===== src/rtl/id_ex_operand_stage_pkg.sv =====
// Shared pipeline definitions for the ID/EX operand stage: widths, stage states
// and the ID->EX register layout.
package id_ex_operand_stage_pkg;

    localparam int unsigned XLEN   = 32;
    localparam int unsigned CTRL_W = 16;
    localparam logic [4:0]  REG_ZERO = 5'd0;

    typedef enum logic [1:0] {
        RUN    = 2'd0,
        BUBBLE = 2'd1,
        HOLD   = 2'd2
    } state_e;

    typedef struct packed {
        logic              valid;
        logic              mem_read;
        logic              reg_write;
        logic [4:0]        rs1;
        logic [4:0]        rs2;
        logic [4:0]        rd;
        logic [CTRL_W-1:0] ctrl;
        logic [XLEN-1:0]   imm;
        logic [XLEN-1:0]   pc;
        logic [XLEN-1:0]   rs1_data;
        logic [XLEN-1:0]   rs2_data;
    } id_ex_t;

endpackage


===== src/rtl/id_ex_operand_stage_if.sv =====
// Bus between decode/forwarding logic and the ID/EX operand stage.
// master drives the ID and forwarding side, slave is the stage itself.
interface id_ex_operand_stage_if;
    import id_ex_operand_stage_pkg::*;

    logic              ID_VALID, MEM_READ_ID, REG_WRITE_ID;
    logic              USES_RS1_ID, USES_RS2_ID;
    logic [4:0]        RS1_ID, RS2_ID, RD_ID;
    logic [XLEN-1:0]   RS1_DATA_ID, RS2_DATA_ID, IMM_ID, PC_ID;
    logic [CTRL_W-1:0] CTRL_ID;
    logic              FWD_RS1_MEM, FWD_RS2_MEM, FWD_RS1_WB, FWD_RS2_WB;
    logic [XLEN-1:0]   ALU_RESULT_MEM, WB_DATA;
    logic              REG_WRITE_MEM, REG_WRITE_WB;
    logic              FLUSH;
    logic              MULDIV_BUSY;

    logic [XLEN-1:0]   OPERAND_A_EX, OPERAND_B_EX;
    logic [XLEN-1:0]   IMM_EX, PC_EX;
    logic [4:0]        RS1_EX, RS2_EX, RD_EX;
    logic [CTRL_W-1:0] CTRL_EX;
    logic              VALID_EX, MEM_READ_EX, REG_WRITE_EX;
    logic              STALL_IF_ID;

    modport master (
        output ID_VALID, MEM_READ_ID, REG_WRITE_ID, USES_RS1_ID, USES_RS2_ID,
               RS1_ID, RS2_ID, RD_ID, RS1_DATA_ID, RS2_DATA_ID, IMM_ID, PC_ID, CTRL_ID,
               FWD_RS1_MEM, FWD_RS2_MEM, FWD_RS1_WB, FWD_RS2_WB,
               ALU_RESULT_MEM, WB_DATA, REG_WRITE_MEM, REG_WRITE_WB, FLUSH, MULDIV_BUSY,
        input  OPERAND_A_EX, OPERAND_B_EX, IMM_EX, PC_EX, RS1_EX, RS2_EX, RD_EX,
               CTRL_EX, VALID_EX, MEM_READ_EX, REG_WRITE_EX, STALL_IF_ID
    );

    modport slave (
        input  ID_VALID, MEM_READ_ID, REG_WRITE_ID, USES_RS1_ID, USES_RS2_ID,
               RS1_ID, RS2_ID, RD_ID, RS1_DATA_ID, RS2_DATA_ID, IMM_ID, PC_ID, CTRL_ID,
               FWD_RS1_MEM, FWD_RS2_MEM, FWD_RS1_WB, FWD_RS2_WB,
               ALU_RESULT_MEM, WB_DATA, REG_WRITE_MEM, REG_WRITE_WB, FLUSH, MULDIV_BUSY,
        output OPERAND_A_EX, OPERAND_B_EX, IMM_EX, PC_EX, RS1_EX, RS2_EX, RD_EX,
               CTRL_EX, VALID_EX, MEM_READ_EX, REG_WRITE_EX, STALL_IF_ID
    );

endinterface


===== src/rtl/id_ex_operand_stage_fwd_mux.sv =====
// One-operand forward select: MEM result over WB data over register file,
// each path qualified by its producer write enable; x0 always reads zero.
module operand_fwd_mux
    import id_ex_operand_stage_pkg::*;
(
    input  logic [4:0]      rs_addr_i,
    input  logic [XLEN-1:0] rf_data_i,
    input  logic            fwd_mem_i,
    input  logic            fwd_wb_i,
    input  logic            reg_write_mem_i,
    input  logic            reg_write_wb_i,
    input  logic [XLEN-1:0] mem_data_i,
    input  logic [XLEN-1:0] wb_data_i,
    output logic [XLEN-1:0] operand_o
);

    always_comb begin
        if (rs_addr_i == REG_ZERO) begin
            operand_o = '0;
        end else if (fwd_mem_i && reg_write_mem_i) begin
            operand_o = mem_data_i;
        end else if (fwd_wb_i && reg_write_wb_i) begin
            operand_o = wb_data_i;
        end else begin
            operand_o = rf_data_i;
        end
    end

endmodule


===== src/rtl/id_ex_operand_stage.sv =====
// ID/EX pipeline register with EX operand forwarding, load-use bubble insertion
// and operand hold while the multi-cycle mul/div unit is busy.
module id_ex_operand_stage
    import id_ex_operand_stage_pkg::*;
(
    input logic                  CLK,
    input logic                  RESET,
    id_ex_operand_stage_if.slave bus
);

    state_e          state_q, state_d;
    id_ex_t          ex_q, ex_d, id_pkt;
    logic [XLEN-1:0] hold_a_q, hold_a_d, hold_b_q, hold_b_d;
    logic [XLEN-1:0] fwd_a, fwd_b;
    logic            flush_pend_q, flush_pend_d;
    logic            load_use, muldiv_stall;

    operand_fwd_mux u_fwd_a (
        .rs_addr_i       (ex_q.rs1),
        .rf_data_i       (ex_q.rs1_data),
        .fwd_mem_i       (bus.FWD_RS1_MEM),
        .fwd_wb_i        (bus.FWD_RS1_WB),
        .reg_write_mem_i (bus.REG_WRITE_MEM),
        .reg_write_wb_i  (bus.REG_WRITE_WB),
        .mem_data_i      (bus.ALU_RESULT_MEM),
        .wb_data_i       (bus.WB_DATA),
        .operand_o       (fwd_a)
    );

    operand_fwd_mux u_fwd_b (
        .rs_addr_i       (ex_q.rs2),
        .rf_data_i       (ex_q.rs2_data),
        .fwd_mem_i       (bus.FWD_RS2_MEM),
        .fwd_wb_i        (bus.FWD_RS2_WB),
        .reg_write_mem_i (bus.REG_WRITE_MEM),
        .reg_write_wb_i  (bus.REG_WRITE_WB),
        .mem_data_i      (bus.ALU_RESULT_MEM),
        .wb_data_i       (bus.WB_DATA),
        .operand_o       (fwd_b)
    );

    assign id_pkt = '{
        valid:     bus.ID_VALID,
        mem_read:  bus.MEM_READ_ID,
        reg_write: bus.REG_WRITE_ID,
        rs1:       bus.RS1_ID,
        rs2:       bus.RS2_ID,
        rd:        bus.RD_ID,
        ctrl:      bus.CTRL_ID,
        imm:       bus.IMM_ID,
        pc:        bus.PC_ID,
        rs1_data:  bus.RS1_DATA_ID,
        rs2_data:  bus.RS2_DATA_ID
    };

    assign load_use = (state_q == RUN) && ex_q.valid && ex_q.mem_read &&
                      (ex_q.rd != REG_ZERO) && bus.ID_VALID &&
                      ((bus.USES_RS1_ID && (bus.RS1_ID == ex_q.rd)) ||
                       (bus.USES_RS2_ID && (bus.RS2_ID == ex_q.rd)));

    assign muldiv_stall = bus.MULDIV_BUSY && ex_q.valid;

    // A flush seen while mul/div is still busy is remembered and applied on release.
    always_comb begin
        state_d      = state_q;
        ex_d         = ex_q;
        hold_a_d     = hold_a_q;
        hold_b_d     = hold_b_q;
        flush_pend_d = flush_pend_q;
        if (state_q == HOLD) begin
            if (bus.MULDIV_BUSY) begin
                flush_pend_d = flush_pend_q || bus.FLUSH;
            end else begin
                ex_d         = (bus.FLUSH || flush_pend_q) ? '0 : id_pkt;
                state_d      = RUN;
                flush_pend_d = 1'b0;
            end
        end else if (muldiv_stall) begin
            hold_a_d     = fwd_a;
            hold_b_d     = fwd_b;
            state_d      = HOLD;
            flush_pend_d = bus.FLUSH;
        end else if (bus.FLUSH) begin
            ex_d    = '0;
            state_d = RUN;
        end else if (load_use) begin
            ex_d    = '0;
            state_d = BUBBLE;
        end else begin
            ex_d    = id_pkt;
            state_d = RUN;
        end
    end

    always_ff @(posedge CLK) begin
        if (RESET) begin
            state_q      <= RUN;
            ex_q         <= '0;
            hold_a_q     <= '0;
            hold_b_q     <= '0;
            flush_pend_q <= 1'b0;
        end else begin
            state_q      <= state_d;
            ex_q         <= ex_d;
            hold_a_q     <= hold_a_d;
            hold_b_q     <= hold_b_d;
            flush_pend_q <= flush_pend_d;
        end
    end

    assign bus.OPERAND_A_EX = (state_q == HOLD) ? hold_a_q : fwd_a;
    assign bus.OPERAND_B_EX = (state_q == HOLD) ? hold_b_q : fwd_b;
    assign bus.IMM_EX       = ex_q.imm;
    assign bus.PC_EX        = ex_q.pc;
    assign bus.RS1_EX       = ex_q.rs1;
    assign bus.RS2_EX       = ex_q.rs2;
    assign bus.RD_EX        = ex_q.rd;
    assign bus.CTRL_EX      = ex_q.ctrl;
    assign bus.VALID_EX     = ex_q.valid;
    assign bus.MEM_READ_EX  = ex_q.mem_read;
    assign bus.REG_WRITE_EX = ex_q.reg_write;

    // HOLD stalls only while busy: on the release edge IF/ID must advance with EX.
    assign bus.STALL_IF_ID = (load_use && !bus.FLUSH) ||
                             ((state_q == HOLD) && bus.MULDIV_BUSY) ||
                             muldiv_stall;

endmodule


===== src/flat_wrapper.sv =====
// flat-port wrapper written by rule: the top's interface ports become plain ports
module id_ex_operand_stage_flat import id_ex_operand_stage_pkg::*;
  (CLK, RESET, bus_ID_VALID, bus_MEM_READ_ID, bus_REG_WRITE_ID, bus_USES_RS1_ID, bus_USES_RS2_ID, bus_RS1_ID, bus_RS2_ID, bus_RD_ID, bus_RS1_DATA_ID, bus_RS2_DATA_ID, bus_IMM_ID, bus_PC_ID, bus_CTRL_ID, bus_FWD_RS1_MEM, bus_FWD_RS2_MEM, bus_FWD_RS1_WB, bus_FWD_RS2_WB, bus_ALU_RESULT_MEM, bus_WB_DATA, bus_REG_WRITE_MEM, bus_REG_WRITE_WB, bus_FLUSH, bus_MULDIV_BUSY, bus_OPERAND_A_EX, bus_OPERAND_B_EX, bus_IMM_EX, bus_PC_EX, bus_RS1_EX, bus_RS2_EX, bus_RD_EX, bus_CTRL_EX, bus_VALID_EX, bus_MEM_READ_EX, bus_REG_WRITE_EX, bus_STALL_IF_ID);
  id_ex_operand_stage_if bus_i ();
  input logic CLK;
  input logic RESET;
  input wire logic [$bits(bus_i.ID_VALID)-1:0] bus_ID_VALID;
  input wire logic [$bits(bus_i.MEM_READ_ID)-1:0] bus_MEM_READ_ID;
  input wire logic [$bits(bus_i.REG_WRITE_ID)-1:0] bus_REG_WRITE_ID;
  input wire logic [$bits(bus_i.USES_RS1_ID)-1:0] bus_USES_RS1_ID;
  input wire logic [$bits(bus_i.USES_RS2_ID)-1:0] bus_USES_RS2_ID;
  input wire logic [$bits(bus_i.RS1_ID)-1:0] bus_RS1_ID;
  input wire logic [$bits(bus_i.RS2_ID)-1:0] bus_RS2_ID;
  input wire logic [$bits(bus_i.RD_ID)-1:0] bus_RD_ID;
  input wire logic [$bits(bus_i.RS1_DATA_ID)-1:0] bus_RS1_DATA_ID;
  input wire logic [$bits(bus_i.RS2_DATA_ID)-1:0] bus_RS2_DATA_ID;
  input wire logic [$bits(bus_i.IMM_ID)-1:0] bus_IMM_ID;
  input wire logic [$bits(bus_i.PC_ID)-1:0] bus_PC_ID;
  input wire logic [$bits(bus_i.CTRL_ID)-1:0] bus_CTRL_ID;
  input wire logic [$bits(bus_i.FWD_RS1_MEM)-1:0] bus_FWD_RS1_MEM;
  input wire logic [$bits(bus_i.FWD_RS2_MEM)-1:0] bus_FWD_RS2_MEM;
  input wire logic [$bits(bus_i.FWD_RS1_WB)-1:0] bus_FWD_RS1_WB;
  input wire logic [$bits(bus_i.FWD_RS2_WB)-1:0] bus_FWD_RS2_WB;
  input wire logic [$bits(bus_i.ALU_RESULT_MEM)-1:0] bus_ALU_RESULT_MEM;
  input wire logic [$bits(bus_i.WB_DATA)-1:0] bus_WB_DATA;
  input wire logic [$bits(bus_i.REG_WRITE_MEM)-1:0] bus_REG_WRITE_MEM;
  input wire logic [$bits(bus_i.REG_WRITE_WB)-1:0] bus_REG_WRITE_WB;
  input wire logic [$bits(bus_i.FLUSH)-1:0] bus_FLUSH;
  input wire logic [$bits(bus_i.MULDIV_BUSY)-1:0] bus_MULDIV_BUSY;
  output wire logic [$bits(bus_i.OPERAND_A_EX)-1:0] bus_OPERAND_A_EX;
  output wire logic [$bits(bus_i.OPERAND_B_EX)-1:0] bus_OPERAND_B_EX;
  output wire logic [$bits(bus_i.IMM_EX)-1:0] bus_IMM_EX;
  output wire logic [$bits(bus_i.PC_EX)-1:0] bus_PC_EX;
  output wire logic [$bits(bus_i.RS1_EX)-1:0] bus_RS1_EX;
  output wire logic [$bits(bus_i.RS2_EX)-1:0] bus_RS2_EX;
  output wire logic [$bits(bus_i.RD_EX)-1:0] bus_RD_EX;
  output wire logic [$bits(bus_i.CTRL_EX)-1:0] bus_CTRL_EX;
  output wire logic [$bits(bus_i.VALID_EX)-1:0] bus_VALID_EX;
  output wire logic [$bits(bus_i.MEM_READ_EX)-1:0] bus_MEM_READ_EX;
  output wire logic [$bits(bus_i.REG_WRITE_EX)-1:0] bus_REG_WRITE_EX;
  output wire logic [$bits(bus_i.STALL_IF_ID)-1:0] bus_STALL_IF_ID;
  assign bus_i.ID_VALID = bus_ID_VALID;
  assign bus_i.MEM_READ_ID = bus_MEM_READ_ID;
  assign bus_i.REG_WRITE_ID = bus_REG_WRITE_ID;
  assign bus_i.USES_RS1_ID = bus_USES_RS1_ID;
  assign bus_i.USES_RS2_ID = bus_USES_RS2_ID;
  assign bus_i.RS1_ID = bus_RS1_ID;
  assign bus_i.RS2_ID = bus_RS2_ID;
  assign bus_i.RD_ID = bus_RD_ID;
  assign bus_i.RS1_DATA_ID = bus_RS1_DATA_ID;
  assign bus_i.RS2_DATA_ID = bus_RS2_DATA_ID;
  assign bus_i.IMM_ID = bus_IMM_ID;
  assign bus_i.PC_ID = bus_PC_ID;
  assign bus_i.CTRL_ID = bus_CTRL_ID;
  assign bus_i.FWD_RS1_MEM = bus_FWD_RS1_MEM;
  assign bus_i.FWD_RS2_MEM = bus_FWD_RS2_MEM;
  assign bus_i.FWD_RS1_WB = bus_FWD_RS1_WB;
  assign bus_i.FWD_RS2_WB = bus_FWD_RS2_WB;
  assign bus_i.ALU_RESULT_MEM = bus_ALU_RESULT_MEM;
  assign bus_i.WB_DATA = bus_WB_DATA;
  assign bus_i.REG_WRITE_MEM = bus_REG_WRITE_MEM;
  assign bus_i.REG_WRITE_WB = bus_REG_WRITE_WB;
  assign bus_i.FLUSH = bus_FLUSH;
  assign bus_i.MULDIV_BUSY = bus_MULDIV_BUSY;
  assign bus_OPERAND_A_EX = bus_i.OPERAND_A_EX;
  assign bus_OPERAND_B_EX = bus_i.OPERAND_B_EX;
  assign bus_IMM_EX = bus_i.IMM_EX;
  assign bus_PC_EX = bus_i.PC_EX;
  assign bus_RS1_EX = bus_i.RS1_EX;
  assign bus_RS2_EX = bus_i.RS2_EX;
  assign bus_RD_EX = bus_i.RD_EX;
  assign bus_CTRL_EX = bus_i.CTRL_EX;
  assign bus_VALID_EX = bus_i.VALID_EX;
  assign bus_MEM_READ_EX = bus_i.MEM_READ_EX;
  assign bus_REG_WRITE_EX = bus_i.REG_WRITE_EX;
  assign bus_STALL_IF_ID = bus_i.STALL_IF_ID;
  id_ex_operand_stage u_core (.CLK(CLK), .RESET(RESET), .bus(bus_i));
endmodule

===== config.mk =====
export PLATFORM = sky130hd
export DESIGN_NAME = id_ex_operand_stage_flat
export DESIGN_NICKNAME = d
export VERILOG_FILES = /design/src/rtl/id_ex_operand_stage_pkg.sv /design/src/rtl/id_ex_operand_stage_if.sv /design/src/rtl/id_ex_operand_stage_fwd_mux.sv /design/src/rtl/id_ex_operand_stage.sv /design/src/flat_wrapper.sv
export SDC_FILE = /design/constraint.sdc
export NUM_CORES = 1
export LEC_CHECK = 0
export ABC_AREA = 1
export CORE_UTILIZATION = 30
export DETAILED_ROUTE_END_ITERATION = 16
export GPL_ROUTABILITY_DRIVEN = 1
export MAX_ROUTING_LAYER = met4
export SLEW_MARGIN = 20
export SYNTH_ARGS = -nofsm -noshare
export SYNTH_HDL_FRONTEND = slang
export SYNTH_SLANG_ARGS = --single-unit

===== constraint.sdc =====
create_clock -name CLK -period 2.2 [get_ports CLK]
set_clock_uncertainty 0.2 [all_clocks]
set_input_delay 0.44 -clock CLK [delete_from_list [all_inputs] [get_ports CLK]]
set_output_delay 0.44 -clock CLK [all_outputs]
set_load 0.03 [all_outputs]

==> results of run 1 <==
-- worst register-to-register path: stages (launching register included) --
cell and delay, ns:
sky130_fd_sc_hd__dfxtp_2 0.35, sky130_fd_sc_hd__nor3_2 0.05, sky130_fd_sc_hd__nand3_2 0.08, sky130_fd_sc_hd__buf_12 0.21, sky130_fd_sc_hd__o211ai_1 0.20, sky130_fd_sc_hd__buf_4 0.18
sky130_fd_sc_hd__buf_6 0.11, sky130_fd_sc_hd__buf_6 0.10, sky130_fd_sc_hd__buf_6 0.11, sky130_fd_sc_hd__buf_6 0.10, sky130_fd_sc_hd__buf_6 0.10, sky130_fd_sc_hd__buf_6 0.10
sky130_fd_sc_hd__buf_6 0.10, sky130_fd_sc_hd__buf_6 0.10, sky130_fd_sc_hd__buf_6 0.10, sky130_fd_sc_hd__a21oi_2 0.10
-- cells by family after synthesis --
| logic type | count (synthesis) |
|---|---|
| buffers and inverters | 312 |
| AOI/OAI and AO/OA | 523 |
| DFF | 229 |
| and+or+nand+nor | 470 |
-- final timing paths --
path / slack, ns / end / startpoint
worst max-delay path: -0.34 / bus_OPERAND_A_EX[16] / u_core.bus.RS1_EX[2]$_SDFFE_PP0P_
worst min-delay path: 0.03 / u_core.bus.RS1_EX[0]$_SDFFE_PP0P_ / bus_RS1_ID[0]
worst max register to register: -0.14 / u_core.hold_b_q[20]$_SDFFE_PP0P_ / u_core.bus.RS2_EX[0]$_SDFFE_PP0P_
worst min register to register: 0.25 / u_core.bus.PC_EX[14]$_SDFFE_PP0P_ / u_core.bus.PC_EX[14]$_SDFFE_PP0P_
-- sequential cells by signal, indices dropped and copies added (netlist names) --
register and flops:
u_core.bus.VALID_EX 1, u_core.hold_a_q 32, u_core.bus.RD_EX 5, u_core.bus.CTRL_EX 16, u_core.bus.RS1_EX 5, u_core.bus.RS2_EX 5
u_core.flush_pend_q 1, u_core.bus.REG_WRITE_EX 1, u_core.state_q 2, u_core.bus.PC_EX 32, u_core.ex_q 64, u_core.bus.MEM_READ_EX 1
u_core.hold_b_q 32, u_core.bus.IMM_EX 32
-- per-stage QoR --
stage	TNS, ns	setup WS, ns	cell area [µm²]	utilization (%)	total power, W
floorplan	-0.0223	-0.0223	11700	-	0.00605
global placement	-64.89	-0.565	16000	42.7	0.00732
detailed placement	-73.96	-0.567	16000	42.7	0.00734
CTS	-21.92	-0.424	17800	47.3	0.0122
global route	-24.05	-0.447	17900	47.7	0.0126
finish	-18.00	-0.340	17900	47.7	0.0121
-- cells in the final DEF, fill, tap and decap left out, drive strengths merged, types with 45 or more instances in the layout --
| cell type | instances |
|---|---|
| clkdlybuf4s50 | 224 |
| buf | 219 |
| clkbuf | 45 |
| inv | 94 |
| nand2 | 409 |
| o211ai | 64 |
| dlygate4sd2 | 100 |
| o21ai | 283 |
| a21oi | 102 |
| dfxtp | 229 |
| o22ai | 74 |
-- area by class of cell --
class                      instances  area [µm²]  area share, %
clock buffer                      43         816           4.55
clock inverter                     4        73.8          0.412
sequential                       229        4610           25.7
multi-input combinational        993        5460           30.5
tap                              511         639           3.56
antenna                            8        20.0          0.112
inverter                          94         359           2.00
timing repair buffer             556        5950           33.2
-- power by group through the flow --
stage	clock network (W)	registers [W]	logic, W
5_1_grt	0.00481	0.00446	0.00334
4_1_cts	0.00466	0.00444	0.00309
2_1_floorplan	0	0.00451	0.00154
6_report	0.00454	0.00444	0.00313
3_5_place_dp	0	0.00453	0.00281
3_3_place_gp	0	0.00452	0.00280
-- per-layer routing --
layer | GRT usage (%) | vias up | share of wire (%)
li1 | - | 5827 | -
met1 | 28.0 | 5354 | 43
met2 | 34.2 | 447 | 46
met3 | 4.25 | 74 | 7.8
met4 | 7.84 | 0 | 2.5
met5 | - | - | 0
-- timing repair --
item                                    4_1_cts  5_1_grt
gates resized for setup                     186       52
pin swaps                                    25       28
cloned                                        7        1
buffers inserted                             64       16
endpoints found under the setup margin      158       76
==> metrics.csv, run 1 <==
metric,value,unit
synth_compound_area_share,28.1,%
worst-path-buf-inv,3,
portBuffers,400,
start_kind,flip-flop,
fmaxAchievable,394,MHz
worstPathArrival,1.90,ns
grt_overall_usage,21.9,%
crit_family,buffers and inverters,
synth-edff-count,0,
final.hold.worst_slack,0.0345,ns
main_combinational_cell_family_by_area_after_synthesis,compound AO/OA/AOI/OAI gates,
antenna_found_initial,8,
postSynth.asyncResetShare,0,%
gpl.final_weighted_congestion,0.948,
cts.root.buffer_cell,sky130_fd_sc_hd__clkbuf_16,
cp-end-kind,primary output,
synth.cells.most_frequent,"sky130_fd_sc_hd__nand2_1, sky130_fd_sc_hd__o21ai_0, sky130_fd_sc_hd__dfxtp_1",
cap_viol_max_count,0,
post_synth.cell_area_avg,7.45,µm²
transition_time_at_the_pin_with_the_least_slew_margin,0.396,ns
power.density,675,mW/mm²
areaGrowthSynthToFinish,56.8,%
postSynthNetCount,1772,
drtAntennaViolNets,0,
critical_path_depth,7,
intPower,0.00859,W
swShare,29.1,%
number_of_cells_produced_by_synthesis,1534,
cts-root-to-sink-buffers,3,
cts.clk_slew.worst_paths,0.06,ns
layout_min_cycle_time,2.54,ns
yosys.cell_count.top_type,sky130_fd_sc_hd__nand2_1,
ys_ff_latch,229,
max-slew-margin-rel,73.6,%
run_status,"complete, but fails checks",
synth-warning-count,0,
post_synth_and_or_nand_nor_area_fraction,16.8,%
postSynth.topFlopCell,sky130_fd_sc_hd__dfxtp_1,
synthAdderAreaFrac,0,%
ios,401,
dp_hpwl,30200,µm
synth_mux_area_share,0,%
cts_hold_repair.buffers,0,
synth.top_cells.by_area,"sky130_fd_sc_hd__dfxtp_1, sky130_fd_sc_hd__nand2_1, sky130_fd_sc_hd__o21ai_0",
final.period_utilization,115,%
clock-sinks,229,
ys_seq_area_share,40.1,%
report.final.slew_viol_count,0,
cp_data_required_time,1.56,ns
post-route-drc-count,0,
n_fill_cell,3703,
synth_top_cell_by_area,sky130_fd_sc_hd__dfxtp_1,
drt_pre_antenna_iters,5,
grt_first_pass_wirelength,64500,µm
net-switching-power,0.00352,W
ir_drop,0.523,mV
timing.hold.worst_path_depth,3,
grt_setup_unrepaired,yes,
largest_net_degree_at_the_start_of_global_routing,62,
pwr-share-comb,25.8,%
synth_cell_types,27,
fin_nets,2139,
chip_width,197,µm
cp_slowest_stage_delay,0.33,ns
final_critical_path_setup_slack,-0.340,ns
failed_checks,negative setup slack,
first_global_vias,11400,
clock_tree.htree_level_count,1,
finalHoldViolCount,0,
cp_slowest_cell,sky130_fd_sc_hd__dfxtp_2,
critical_path.cell_chain,nor3_4 -> nand3_4 -> buf_12 -> buf_16 -> o211ai_1 -> o21ai_2 -> buf_6,
synthXorXnorAreaFrac,0,%
cts-buffers-inserted,27,
viasPerCell,4.80,
grt_overflow,0,
design.die.area,0.0389,mm²
initial_core_util,30.4,%
yosysTopAreaCellShare,40.1,%
finalWirelength,42800,µm
r2r_cells,15,
setup-violations-final,67,
drt_iter0_markers,815,
die_y_extent,197,µm
layout.cells.non_filler,2438,
clkLatencyLatePin,0.55,ns
power_leakage,7.76,nW
post_route_cells_drive_above_1_share,23.2,%
area_of_the_mapped_netlist,0.0114,mm²
vias,11700,
placeableCoreArea,0.0376,mm²
criticalPathCategory,reg -> out,
cts_tree,built,
avgRoutedWirePerCell,17.5,µm
crit_path_max_fanout,8,
p_clk_share,37.5,%
share_seq_of_total_power,36.7,%
dpl.cell_count,2312,
hold_class,in -> reg,
floorplan.rows,71,
(Power assumes the default switching activity.)
==> inputs of run 2 (changes only) <==
--- a/config.mk
+++ b/config.mk
@@ -6,10 +6,11 @@
 export NUM_CORES = 1
 export LEC_CHECK = 0
 export ABC_AREA = 1
-export CORE_UTILIZATION = 30
+export CORE_UTILIZATION = 46
 export DETAILED_ROUTE_END_ITERATION = 16
 export GPL_ROUTABILITY_DRIVEN = 1
 export MAX_ROUTING_LAYER = met4
+export PLACE_DENSITY = 0.81
 export SLEW_MARGIN = 20
 export SYNTH_ARGS = -nofsm -noshare
 export SYNTH_HDL_FRONTEND = slang
==> constraint.sdc (replaced) <==
create_clock -name CLK -period 2.2 [get_ports CLK]
set_clock_uncertainty 0.2 [all_clocks]
set_input_delay 0.33 -clock CLK [delete_from_list [all_inputs] [get_ports CLK]]
set_output_delay 0.33 -clock CLK [all_outputs]
set_load 0.03 [all_outputs]
==> run 2 against run 1 <==
The run still ends with negative setup slack left. Sequential cell count stayed put. Global-route usage increased by 7.9 points. Design area shrank 5.6%. Combinational power down 8.6%. Non-clock buffer count down 56. Critical path type unchanged.
==> metrics.csv, run 2 (synthesized netlist as in run 1, its figures left out) <==
metric,value,unit
floorplan.rows,57,
net-switching-power,0.00342,W
min_delay_worst_endpoint,u_core.bus.RD_EX[1]$_SDFFE_PP0P_,
areaGrowthSynthToFinish,48.1,%
timing.hold.worst_path_depth,3,
crit_path_max_fanout,8,
start_kind,flip-flop,
finalHoldViolCount,0,
clkLatencyLatePin,0.54,ns
clock-sinks,229,
hp-start,bus_RD_ID[1],
max-slew-margin-rel,72.0,%
initial_core_util,47.0,%
chip_width,160,µm
n_fill_cell,1868,
first_global_vias,11200,
r2r_slack,0.19,ns
detailed_place.area,0.0152,mm²
multi_input_comb_area,0.00527,mm²
report.final.slew_viol_count,0,
post-route-drc-count,0,
cap_viol_max_count,0,
swShare,29.1,%
mostFrequentLayoutCell,sky130_fd_sc_hd__nand2_1,
die_y_extent,160,µm
regArea,0.00460,mm²
criticalPathCategory,reg -> out,
vias,12100,
largest_register_ffs,64,
cp-end-kind,primary output,
drt_pre_antenna_iters,6,
design.die.area,0.0255,mm²
placeableCoreArea,0.0243,mm²
power_leakage,6.93,nW
cts.clk_slew.worst_paths,0.06,ns
failed_checks,negative setup slack,
cts-buffers-inserted,26,
cts_tree,built,
antenna_found_initial,9,
gpl.final_weighted_congestion,0.908,
post_route_cells_drive_above_1_share,17.6,%
finalWirelength,40700,µm
fmaxAchievable,396,MHz
drtAntennaViolNets,0,
final.period_utilization,115,%
cts_hold_repair.buffers,0,
portBuffers,400,
share_seq_of_total_power,37.8,%
grt_overflow,0,
hold_class,in -> reg,
layout.cell_area.non_filler,0.0169,mm²
drt_iter0_markers,1262,
viasPerCell,5.52,
final_cell_mix,"sky130_fd_sc_hd__nand2_1, sky130_fd_sc_hd__clkdlybuf4s50_1, sky130_fd_sc_hd__dfxtp_1",
intPower,0.00835,W
power.density,695,mW/mm²
transition_time_at_the_pin_with_the_least_slew_margin,0.422,ns
worstPathArrival,1.99,ns
pwr-share-comb,24.3,%
ir_drop,0.725,mV
dp_hpwl,26300,µm
run_status,"complete, but fails checks",
p_clk_share,37.9,%
largest_net_degree_at_the_start_of_global_routing,54,
setup-violations-final,65,
final_critical_path_setup_slack,-0.323,ns
r2r_cells,10,
registers.top_by_ff_count,u_core.ex_q,
worstReg2RegEnd,u_core.hold_b_q[13]$_SDFFE_PP0P_,
clock_tree.htree_level_count,1,
grt_first_pass_wirelength,59000,µm
grt_setup_unrepaired,yes,
ios,401,
tns,-9.59,ns
avgRoutedWirePerCell,18.5,µm
layout_min_cycle_time,2.52,ns
grt_overall_usage,29.7,%
cts-root-to-sink-buffers,3,
cts.root.buffer_cell,sky130_fd_sc_hd__clkbuf_16,
fin_nets,2082,
cp_data_required_time,1.67,ns
startpoint_of_the_worst_slack_reg_to_reg_timing_path,u_core.state_q[1]$_SDFFE_PP0N_,
==> run 2: metal layers <==
layer | share of wire, % | up-vias | track usage [%]
met5 | 0 | - | -
met4 | 5.1 | 0 | 14.4
met3 | 8.0 | 144 | 4.52
met2 | 49 | 694 | 50.3
met1 | 38 | 5581 | 34.4
li1 | - | 5692 | -
==> run 2: final cells by class <==
type                    instances  area share (%)
repair buffers                500            31.9
clock buffers                  37            4.38
inverters                      94            2.10
clock inverters                 9           0.805
well taps                     324            2.39
diodes                          9           0.133
multi-input cells             993            31.1
flip-flops and latches        229            27.2
==> run 2: critical path: stages (launching register included) <==
cell                        delay (ns)
sky130_fd_sc_hd__dfxtp_2          0.33
sky130_fd_sc_hd__nor3_4           0.24
sky130_fd_sc_hd__nand3_4          0.13
sky130_fd_sc_hd__buf_12           0.17
sky130_fd_sc_hd__clkbuf_16        0.16
sky130_fd_sc_hd__o211ai_1         0.14
sky130_fd_sc_hd__o21ai_1          0.13
sky130_fd_sc_hd__buf_4            0.18
==> run 2: worst max path at each step <==
stage	startpoint	end	slack [ns]
final	u_core.bus.RS2_EX[0]$_SDFFE_PP0P_	bus_OPERAND_B_EX[2]	-0.32
after global routing	u_core.bus.RS2_EX[0]$_SDFFE_PP0P_	bus_OPERAND_B_EX[2]	-0.37
after CTS	u_core.bus.RS2_EX[0]$_SDFFE_PP0P_	bus_OPERAND_B_EX[4]	-0.31
after detailed placement	bus_REG_WRITE_WB	bus_OPERAND_A_EX[0]	-0.28
after global placement	bus_REG_WRITE_WB	bus_OPERAND_B_EX[25]	-0.29
after floorplan	bus_FWD_RS1_WB	bus_OPERAND_A_EX[0]	0.03
==> run 2: power groups by stage <==
stage	registers [W]	clock network (W)	logic (W)
after global routing	0.00447	0.00469	0.00302
final	0.00445	0.00446	0.00286
after global placement	0.00452	0	0.00257
after detailed placement	0.00453	0	0.00260
after CTS	0.00445	0.00451	0.00273
after floorplan	0.00451	0	0.00149
==> run 2: through the flow <==
stage	hold slack [ns]	cells	utilization (%)	setup WS (ns)	total power, W
after floorplan	0.192	1534	-	0.0294	0.00600
after global placement	0.236	2098	62.4	-0.292	0.00710
after detailed placement	0.246	2098	62.4	-0.281	0.00713
after CTS	0.145	2162	68.0	-0.311	0.0117
after global routing	0.160	2195	69.6	-0.369	0.0122
final	0.146	2195	69.6	-0.323	0.0118
==> run 2: timing repair <==
item,in CTS,in global routing
setup buffers,14,14
resized for setup,60,17
setup endpoints to repair,69,66
cloned,6,11
pin swaps,11,19
==> edit (settings of run 2) <==
Take the reset off `hold_a_q` and `hold_b_q` and load them in a clocked block of their own.
--- a/src/rtl/id_ex_operand_stage.sv
+++ b/src/rtl/id_ex_operand_stage.sv
@@ -96,16 +96,17 @@
         if (RESET) begin
             state_q      <= RUN;
             ex_q         <= '0;
-            hold_a_q     <= '0;
-            hold_b_q     <= '0;
             flush_pend_q <= 1'b0;
         end else begin
             state_q      <= state_d;
             ex_q         <= ex_d;
-            hold_a_q     <= hold_a_d;
-            hold_b_q     <= hold_b_d;
             flush_pend_q <= flush_pend_d;
         end
+    end
+
+    always_ff @(posedge CLK) begin
+        hold_a_q <= hold_a_d;
+        hold_b_q <= hold_b_d;
     end
 
     assign bus.OPERAND_A_EX = (state_q == HOLD) ? hold_a_q : fwd_a;
Check against the original RTL: not settled (the Yosys comparison gave no result); the edit may change what the design does.
==> edit against run 2 <==
  * The flow still finishes with violations (negative setup slack)
  * First-iteration DRC count decreased by 5.8%
  * Largest power group is now sequential cells
  * Worst setup slack got worse by 5.7 ps
  * Non-clock buffer count increased by 2
  * Sequential cell count unchanged
  * Global-route usage increased by 1.8 points
  * Clock power decreased by 6.1%
  * Cell area increased by 4.3%
  * Critical path depth increased by 4
  * Area after synthesis increased by 2.5%
  * Routed wire length increased by 6.5%
  * Total power increased by 1.8%
==> edit: results (changes against run 2) <==
Clocking
  • H-tree lvl count: 1 (unchanged)
  • Clock-pin transition on the worst setup and hold timing paths: 60 ps (about the same)
  • Clk buf depth: 3 (unchanged)
  • Worst-skew pair later-pin latency: 520 ps (-20 ps)
  • Clock Tree Root: clkbuf_16
  • Inserted Clock Buffers: 26 (unchanged)

Placement
  • Pre-CTS WS: -435 ps (-154 ps)
  • Placed cell areas: 15,400 sq um (+1.7%)
  • I/O Buffers: 400 (unchanged)
  • HPWL after detailed placement: 26,400 um (+0.55%)
  • Final Wtd Congestion: 0.944 (+4.0%)

STA
  • Final critical-path setup slack: -329 ps (-5.70 ps)
  • # setup viols final: 65 (unchanged)
  • Final TNS setup: -14,930 ps (-5340 ps)
  • Max transition margin: 73.3% (+1.4 points)

Finish
  • Max reg flops: 64 (unchanged)
  • Nets@finish: 2,086 (+0.19%)
  • Non-Filler Instances: 2,198 (+0.14%)
  • Share of layout cells above drive strength 1: 19.1% (+1.5 points)
  • Largest reg by FF count: u_core.ex_q

GRT
  • First-pass GRT wire length: 62,400 um (+5.8%)
  • Gr usage total: 31.5% (+1.8 points)
  • Initial antenna violation count: 2 (-7)
  • Number of global-route vias before repair: 11,700 (+4.7%)
  • Largest net degree at the start of global routing: 87 (+61%)

Yosys
  • EDFF count, synth: 64 (+64)
  • Synth Instances: 1,515 (-1.2%)
  • Netlist cell types: 26 (-3.7%)
  • Syn nets: 1,753 (-1.1%)
  • Synth top cells by count: nand2_1, dfxtp_1, o21ai_0
  • Async S/R FF share, synth: 0% (unchanged)
  • Area contributors post-synth: dfxtp_1, nand2_1, edfxtp_1
  • Proportion of synthesized area in mux cells: 0% (unchanged)
  • Combinational family with the most area after synthesis: simple AND/OR/NAND/NOR gates
  • Post-synthesis sequential area ratio: 44.6% (+4.5 points)
  • Synth Area in XOR/XNOR: 0% (unchanged)
  • Synthesis warning total: 0 (unchanged)
  • Post-synthesis compound-gate area fraction: 18.9% (-9.2 points)
  • Post-synthesis adder-cell area fraction: 0% (unchanged)

Worst setup path
  • CP max stage cell: a211oi_4
  • Crit path launch: bus_FWD_RS1_WB
  • Crit-path max cell delay: 270 ps (-60 ps)
  • Crit-path max FO: 12 (+4)
  • Delay-heaviest family, CP: buffers and inverters
  • R2r startpoint: u_core.bus.RD_EX[4]$_SDFFE_PP0P_
  • Critical path capture point type: primary output

Min path
  • Hold wc startpoint: bus_RS2_DATA_ID[24]
  • Hold crit path type: primary input to flop

Power
  • Leak: 0.00718 uW (+3.6%)
  • VDD IR-drop max: 589 uV (-19%)

Route
  • Total wire length: 43,300 um (+6.5%)
  • Iteration-0 DRC Markers: 1,189 (-5.8%)
  • Via count: 11,900 (-1.6%)
  • Drt pass-1 iters: 6 (unchanged)

Outcome
  • Outcome: complete, but fails checks
  • Violated checks: negative setup slack
## edit: cell count changes after synthesis, moves of 31 or more
cell      delta
o21ai_1     +53
a211oi_2    +64
o211ai_1    -64
o22ai_2     -50
a21oi_1     -49
nor2_1      +65
edfxtp_1    +64
o21ai_0    -130
dfxtp_1     -64
clkbuf_1    -31
nand2_1    +110
## edit: cell type report
class,count,area [sq um]
diodes,2,5.00
clock buffers,38,778
clock inverters,8,50.0
fillers,1831,7440
inverters,97,377
multi-input cells,992,5290
flip-flops and latches,229,5250
well taps,330,413
repair buffers,502,5510
## edit: where the power goes
part	switching (uW)	internal, uW
Combinational	1740	1410
Clock	1740	2450
Sequential	102	4540
## edit: logic make-up (layout without fill, tap and decap cells)
kind of cell,count (synthesis),after routing
buffers and inverters,294,645
AND/OR/NAND/NOR,655,655
AO/OA/AOI/OAI,337,337
other,0,2
flip-flops,229,229
## edit: stage by stage
step	hold WS, ps	util [%]
after floorplan	192	-
after global placement	237	61.5
after detailed placement	249	61.5
after CTS	146	68.6
after global routing	160	70.4
final	164	70.4
## edit: worst register-to-register path: stages (launching register included)
cell	delay, ps
dfxtp_4	350
inv_2	80
nand3_1	80
nor3_1	260
nor2_1	90
nand2_2	100
buf_4	140
buf_4	270
nand3_1	190
a21oi_1	190
## edit: per-layer routing
layer | track usage [%] | wire, um
met1 | 35.3 | 15500
met2 | 52.6 | 21200
met3 | 6.24 | 4170
met4 | 17.6 | 2530
met5 | - | 0
## edit: what timing repair did
| item | 4_1_cts | 5_1_grt |
|---|---|---|
| gates cloned | 10 | 3 |
| pin swaps | 26 | 27 |
| gates resized for setup | 153 | 46 |
| buffers inserted | 13 | 20 |
| setup endpoints to repair | 68 | 67 |
## edit: final timing paths
kind / endpoint / slack (ps) / cells after the start
hold / removal: u_core.ex_q[24]$_SDFFE_PP0P_ / 160 / 3
hold reg to reg: u_core.bus.IMM_EX[28]$_SDFFE_PP0P_ / 260 / 2
setup reg to reg: u_core.bus.CTRL_EX[2]$_SDFFE_PP0P_ / 180 / 9
setup / recovery: bus_OPERAND_A_EX[1] / -330 / 11
